--- src/rtl/int_ctrl.sv ---
// rtl/int_ctrl.sv - six-source interrupt controller with level/edge latching, mask and priority vector
module int_ctrl #(
  parameter int N_SRC = 6
) (
  input  logic        clk,
  input  logic        reset,
  input  logic [31:2] Addr,
  input  logic        WE,
  input  logic [31:0] Din,
  output logic [31:0] Dout,
  input  logic [5:0]  irq_in,
  output logic [5:0]  HWInt,
  output logic        irq_any
);

  localparam logic [1:0] REG_PENDING = 2'd0;
  localparam logic [1:0] REG_MASK    = 2'd1;
  localparam logic [1:0] REG_MODE    = 2'd2;
  localparam logic [1:0] REG_VECTOR  = 2'd3;

  logic [N_SRC-1:0] pending_q, pending_d;
  logic [N_SRC-1:0] irq_dly_q;
  logic [N_SRC-1:0] mask_q, mask_d;
  logic [N_SRC-1:0] mode_q, mode_d;
  logic [N_SRC-1:0] hwint_q;
  logic             irq_any_q;

  logic [N_SRC-1:0] active;
  logic             vec_valid;
  logic [2:0]       vec_idx;
  logic             wr_pending;

  assign active     = pending_q & mask_q;
  assign wr_pending = WE && (Addr[3:2] == REG_PENDING);

  // Pending next state: level bits follow the line, edge bits latch rising edges and clear on W1C (set wins)
  always_comb begin
    pending_d = pending_q;
    for (int i = 0; i < N_SRC; i++) begin
      if (mode_q[i]) begin
        pending_d[i] = (irq_in[i] & ~irq_dly_q[i]) |
                       (pending_q[i] & ~(wr_pending & Din[i]));
      end else begin
        pending_d[i] = irq_in[i];
      end
    end
  end

  // Mask and mode register writes
  always_comb begin
    mask_d = mask_q;
    mode_d = mode_q;
    if (WE && (Addr[3:2] == REG_MASK)) mask_d = Din[N_SRC-1:0];
    if (WE && (Addr[3:2] == REG_MODE)) mode_d = Din[N_SRC-1:0];
  end

  // Priority encoder: lowest-numbered active source wins, idx is 0 when nothing is active
  always_comb begin
    vec_valid = |active;
    vec_idx   = 3'd0;
    for (int i = N_SRC - 1; i >= 0; i--) begin
      if (active[i]) vec_idx = 3'(i);
    end
  end

  // Read mux, combinational from the current register state
  always_comb begin
    Dout = 32'd0;
    case (Addr[3:2])
      REG_PENDING: Dout = {26'd0, pending_q};
      REG_MASK:    Dout = {26'd0, mask_q};
      REG_MODE:    Dout = {26'd0, mode_q};
      REG_VECTOR:  Dout = {vec_valid, 28'd0, vec_idx};
      default:     Dout = 32'd0;
    endcase
  end

  // State and output registers; outputs use the pre-update pending and mask
  always_ff @(posedge clk or posedge reset) begin
    if (reset) begin
      pending_q <= '0;
      irq_dly_q <= '0;
      mask_q    <= '1;
      mode_q    <= '0;
      hwint_q   <= '0;
      irq_any_q <= 1'b0;
    end else begin
      pending_q <= pending_d;
      irq_dly_q <= irq_in;
      mask_q    <= mask_d;
      mode_q    <= mode_d;
      hwint_q   <= active;
      irq_any_q <= |active;
    end
  end

  assign HWInt   = hwint_q;
  assign irq_any = irq_any_q;

endmodule

--- config.mk ---
export PLATFORM = sky130hd
export DESIGN_NAME = int_ctrl
export DESIGN_NICKNAME = d
export VERILOG_FILES = /design/src/rtl/int_ctrl.sv
export SDC_FILE = /design/constraint.sdc
export NUM_CORES = 1
export LEC_CHECK = 0
export CAP_MARGIN = 40
export CORE_ASPECT_RATIO = 0.75
export CORE_UTILIZATION = 34
export DETAILED_ROUTE_END_ITERATION = 10
export PLACE_DENSITY = 0.87
export RECOVER_POWER = 25
export SYNTH_ARGS = -nofsm -noshare
export SYNTH_HDL_FRONTEND = slang
export SYNTH_SLANG_ARGS = --single-unit
--- constraint.sdc ---
create_clock -name clk -period 1.57 [get_ports clk]
set_input_delay 0.314 -clock clk [delete_from_list [all_inputs] [get_ports clk]]
set_output_delay 0.314 -clock clk [all_outputs]
set_load 0.01 [all_outputs]
==> summary.txt <==
pre-CTS WS: -0.7825 ns
switching share of power: 30.63%
clock transition at the registers of the reported paths: 0.06 ns
Core Area: 4154 um2
largest family of logic cells by synthesized area: buffers and inverters
Ports: 110
max_cap viols: 0
Synth area leader: dfrtp_1
Pint: 1.771 mW
first drt pass iteration count: 4
largest net degree at the start of global routing: 32
part of the power in combinational logic: 35.7%
number of CTS-inserted buffers: 5
fmax: 510.1 MHz
routability cong.: 0.8192
Crit Reg-Reg Startpoint: pending_q[1]
setup violators final: 6
ys flop type: dfrtp_1
Ys Warns: 0
Final Critical Period: 1.960 ns
area share of xor/xnor cells in the synthesized design: 0%
Fill cells: 358
count of flip-flops with a built-in enable after synthesis: 0
crit path kind: reg2out
peak supply drop: 0.7128 mV
failing checks: setup timing
Yosys cell types: 25
Max Buffers Root-to-Sink: 2
Post-Syn Instances: 141
CTS Hold Bufs: 0
Root Buffer Master: clkbuf_8
largest cells by area after synthesis: dfrtp_1 (41%), buf_4 (13%), dfstp_2 (10%)
CP Max Fanout: 3
LEAKAGE: 1.140 nW
Post-synth ARST share: 100.0%
most frequent cells in the layout: buf_4 (36), dfrtp_1 (25), conb_1 (25), nand2_1 (17), clkdlybuf4s50_1 (14)
Psw: 0.7820 mW
Worst Hold Depth: 1
post-synthesis compound-gate area fraction: 10.14%
Worst setup SP type: flip-flop
Hold Crit Class: reg2reg
wire length per cell: 14.53 um
vias in the first global route: 1,396
leading cell type in the layout, fill and taps excluded: buf_4
RSZ-0062 raised after global routing: yes
Seq/Total Area, Yosys: 51.61%
Routed Wire Length: 4.067 mm
worst slew pin tran: 0.7602 ns
clk_skew: 0.005267 ns
die width: 79.15 um
initial core utilization: 36.54%
Pwr Total: 2.553 mW
remaining global-route overflow: 0
Slew headroom: 49.32%
PwrDens: 1085 nW/um2
synthesis-to-finish area growth: 55.07%
adder-cell share of the synthesized area: 0%
Tcrit/Tclk final: 124.9%
final hold viol count: 0
Num Clock Sinks: 31
Flop pwr share: 40.9%
hold worst-path end: mode_q[5]
Skew-Pair Late Insertion Delay: 0.29 ns
initial antenna violation count: 0
synthesized area: 1518 um2
Simple-Gate Fraction of Synth Area: 11.71%
FF+latch count, synth: 31
worst setup slack after layout: -0.3904 ns
GRT Total Usage: 19.00%
CTS tree: yes
final core occ: 56.66%
Nets: 295
Final TNS setup: -1.412 ns
# port buffers: 30
first-pass GRT wire length: 6.472 mm
Antenna Cells: 0
Final ANT Viol Nets: 0
R2R cell count: 3
r2r setup slk: 0.35 ns
Via-to-Cell Ratio: 4.543
Die H: 59.86 um
layout cells sized above 1: 46.22%
HPWL Detailed: 2.383 mm
Rows: 20
WP data arrival: 1.65 ns
critical path required time: 1.26 ns
initial drt markers: 57
top-area cell type share of the netlist area: 41.22%
status: finished with violations
Via Count: 1,272
Clock power frac: 23.4%
Max Slew Vio Count: 0
Worst setup EP type: output port
DRC viols: 0
Worst R2R End: irq_any
Avg Cell Area, Syn: 10.76 um2
post-synthesis mux area share: 10.88%
H-Tree Depth: 2
Die ar.: 4738 um2
hold path start: mode_q[5]
-- worst max-delay path, cell delays in order (launching register included) --
cell and delay (ns):
dfrtp_1 0.40, nand2_2 0.12, nand2_4 0.06, or4_4 0.51, nor2b_1 0.14, buf_2 0.13
-- per-stage QoR --
step / hold slack, ns / std cells / area, um2
after CTS: 0.4197 / 275 / 2306
after floorplan: 0.3454 / 165 / 1608
after global routing: 0.5927 / 280 / 2354
after detailed placement: 0.5449 / 252 / 1994
after global placement: 0.5358 / 252 / 1994
final: 0.5607 / 280 / 2354
-- layer usage --
layer	up-vias	track usage [%]	share of wire, %
li1	595	-	-
met1	626	22.05	41
met2	45	31.77	52
met3	6	4.733	5.5
met4	0	12.47	1.7
met5	-	0	0
-- cell families (layout without fill, tap and decap cells) --
logic type             count (synthesis)  in the layout
flip-flops                            31             31
AO/OA/AOI/OAI                         19             19
other                                  1             25
multiplexers                          15             15
AND/OR/NAND/NOR                       39             39
buffers and inverters                 36             96
-- area by class of cell --
| cell class | count | area [um2] | area share [%] |
|---|---|---|---|
| clock buffers | 7 | 76.32 | 3.243 |
| inverters | 9 | 33.78 | 1.435 |
| multi-input cells | 98 | 696.9 | 29.61 |
| clock inverters | 1 | 5.005 | 0.2127 |
| flip-flops and latches | 31 | 783.3 | 33.28 |
| well taps | 55 | 68.82 | 2.924 |
| repair buffers | 79 | 689.4 | 29.29 |
-- worst max path at each step --
stage                            start  endpoint  slack (ns)  cells past startpoint
after floorplan              mask_q[4]   Dout[2]        0.05                      3
after global placement         Addr[2]   Dout[2]       -0.77                      5
after detailed placement       Addr[2]   Dout[1]       -0.78                      7
after CTS                 pending_q[4]  Dout[31]       -0.37                      6
after global routing      pending_q[1]  Dout[31]       -0.44                      5
final                     pending_q[1]  Dout[31]       -0.39                      5
-- state kept, by name (all words and copies together) (netlist names) --
signal,count
pending_q,6
mode_q,6
irq_dly_q,6
irq_any,1
HWInt,6
mask_q,6
-- power by group through the flow --
stage                     clock network (mW)  logic [mW]  registers [mW]
final                                  0.598       0.911            1.04
after global placement                     0       0.700            1.02
after floorplan                            0       0.324            1.05
after CTS                              0.613       0.869            1.04
after global routing                   0.653       0.980            1.05
after detailed placement                   0       0.726            1.03
-- repair_timing --
item                                    in CTS  in global routing
pin swaps                                   18                  2
gates resized for setup                     78                  4
buffers inserted                            15                  5
endpoints found under the setup margin      13                  7
-- synthesized netlist by cell type, types with 3 or more instances --
library cell / instances
nand2_1: 27
dfstp_2: 6
inv_1: 9
buf_4: 26
a32o_1: 6
o21ai_0: 3
mux2i_1: 3
nor2b_1: 4
a21oi_1: 3
dfrtp_1: 25
mux2_2: 12
No activity file was read; power rests on OpenSTA's default activity.
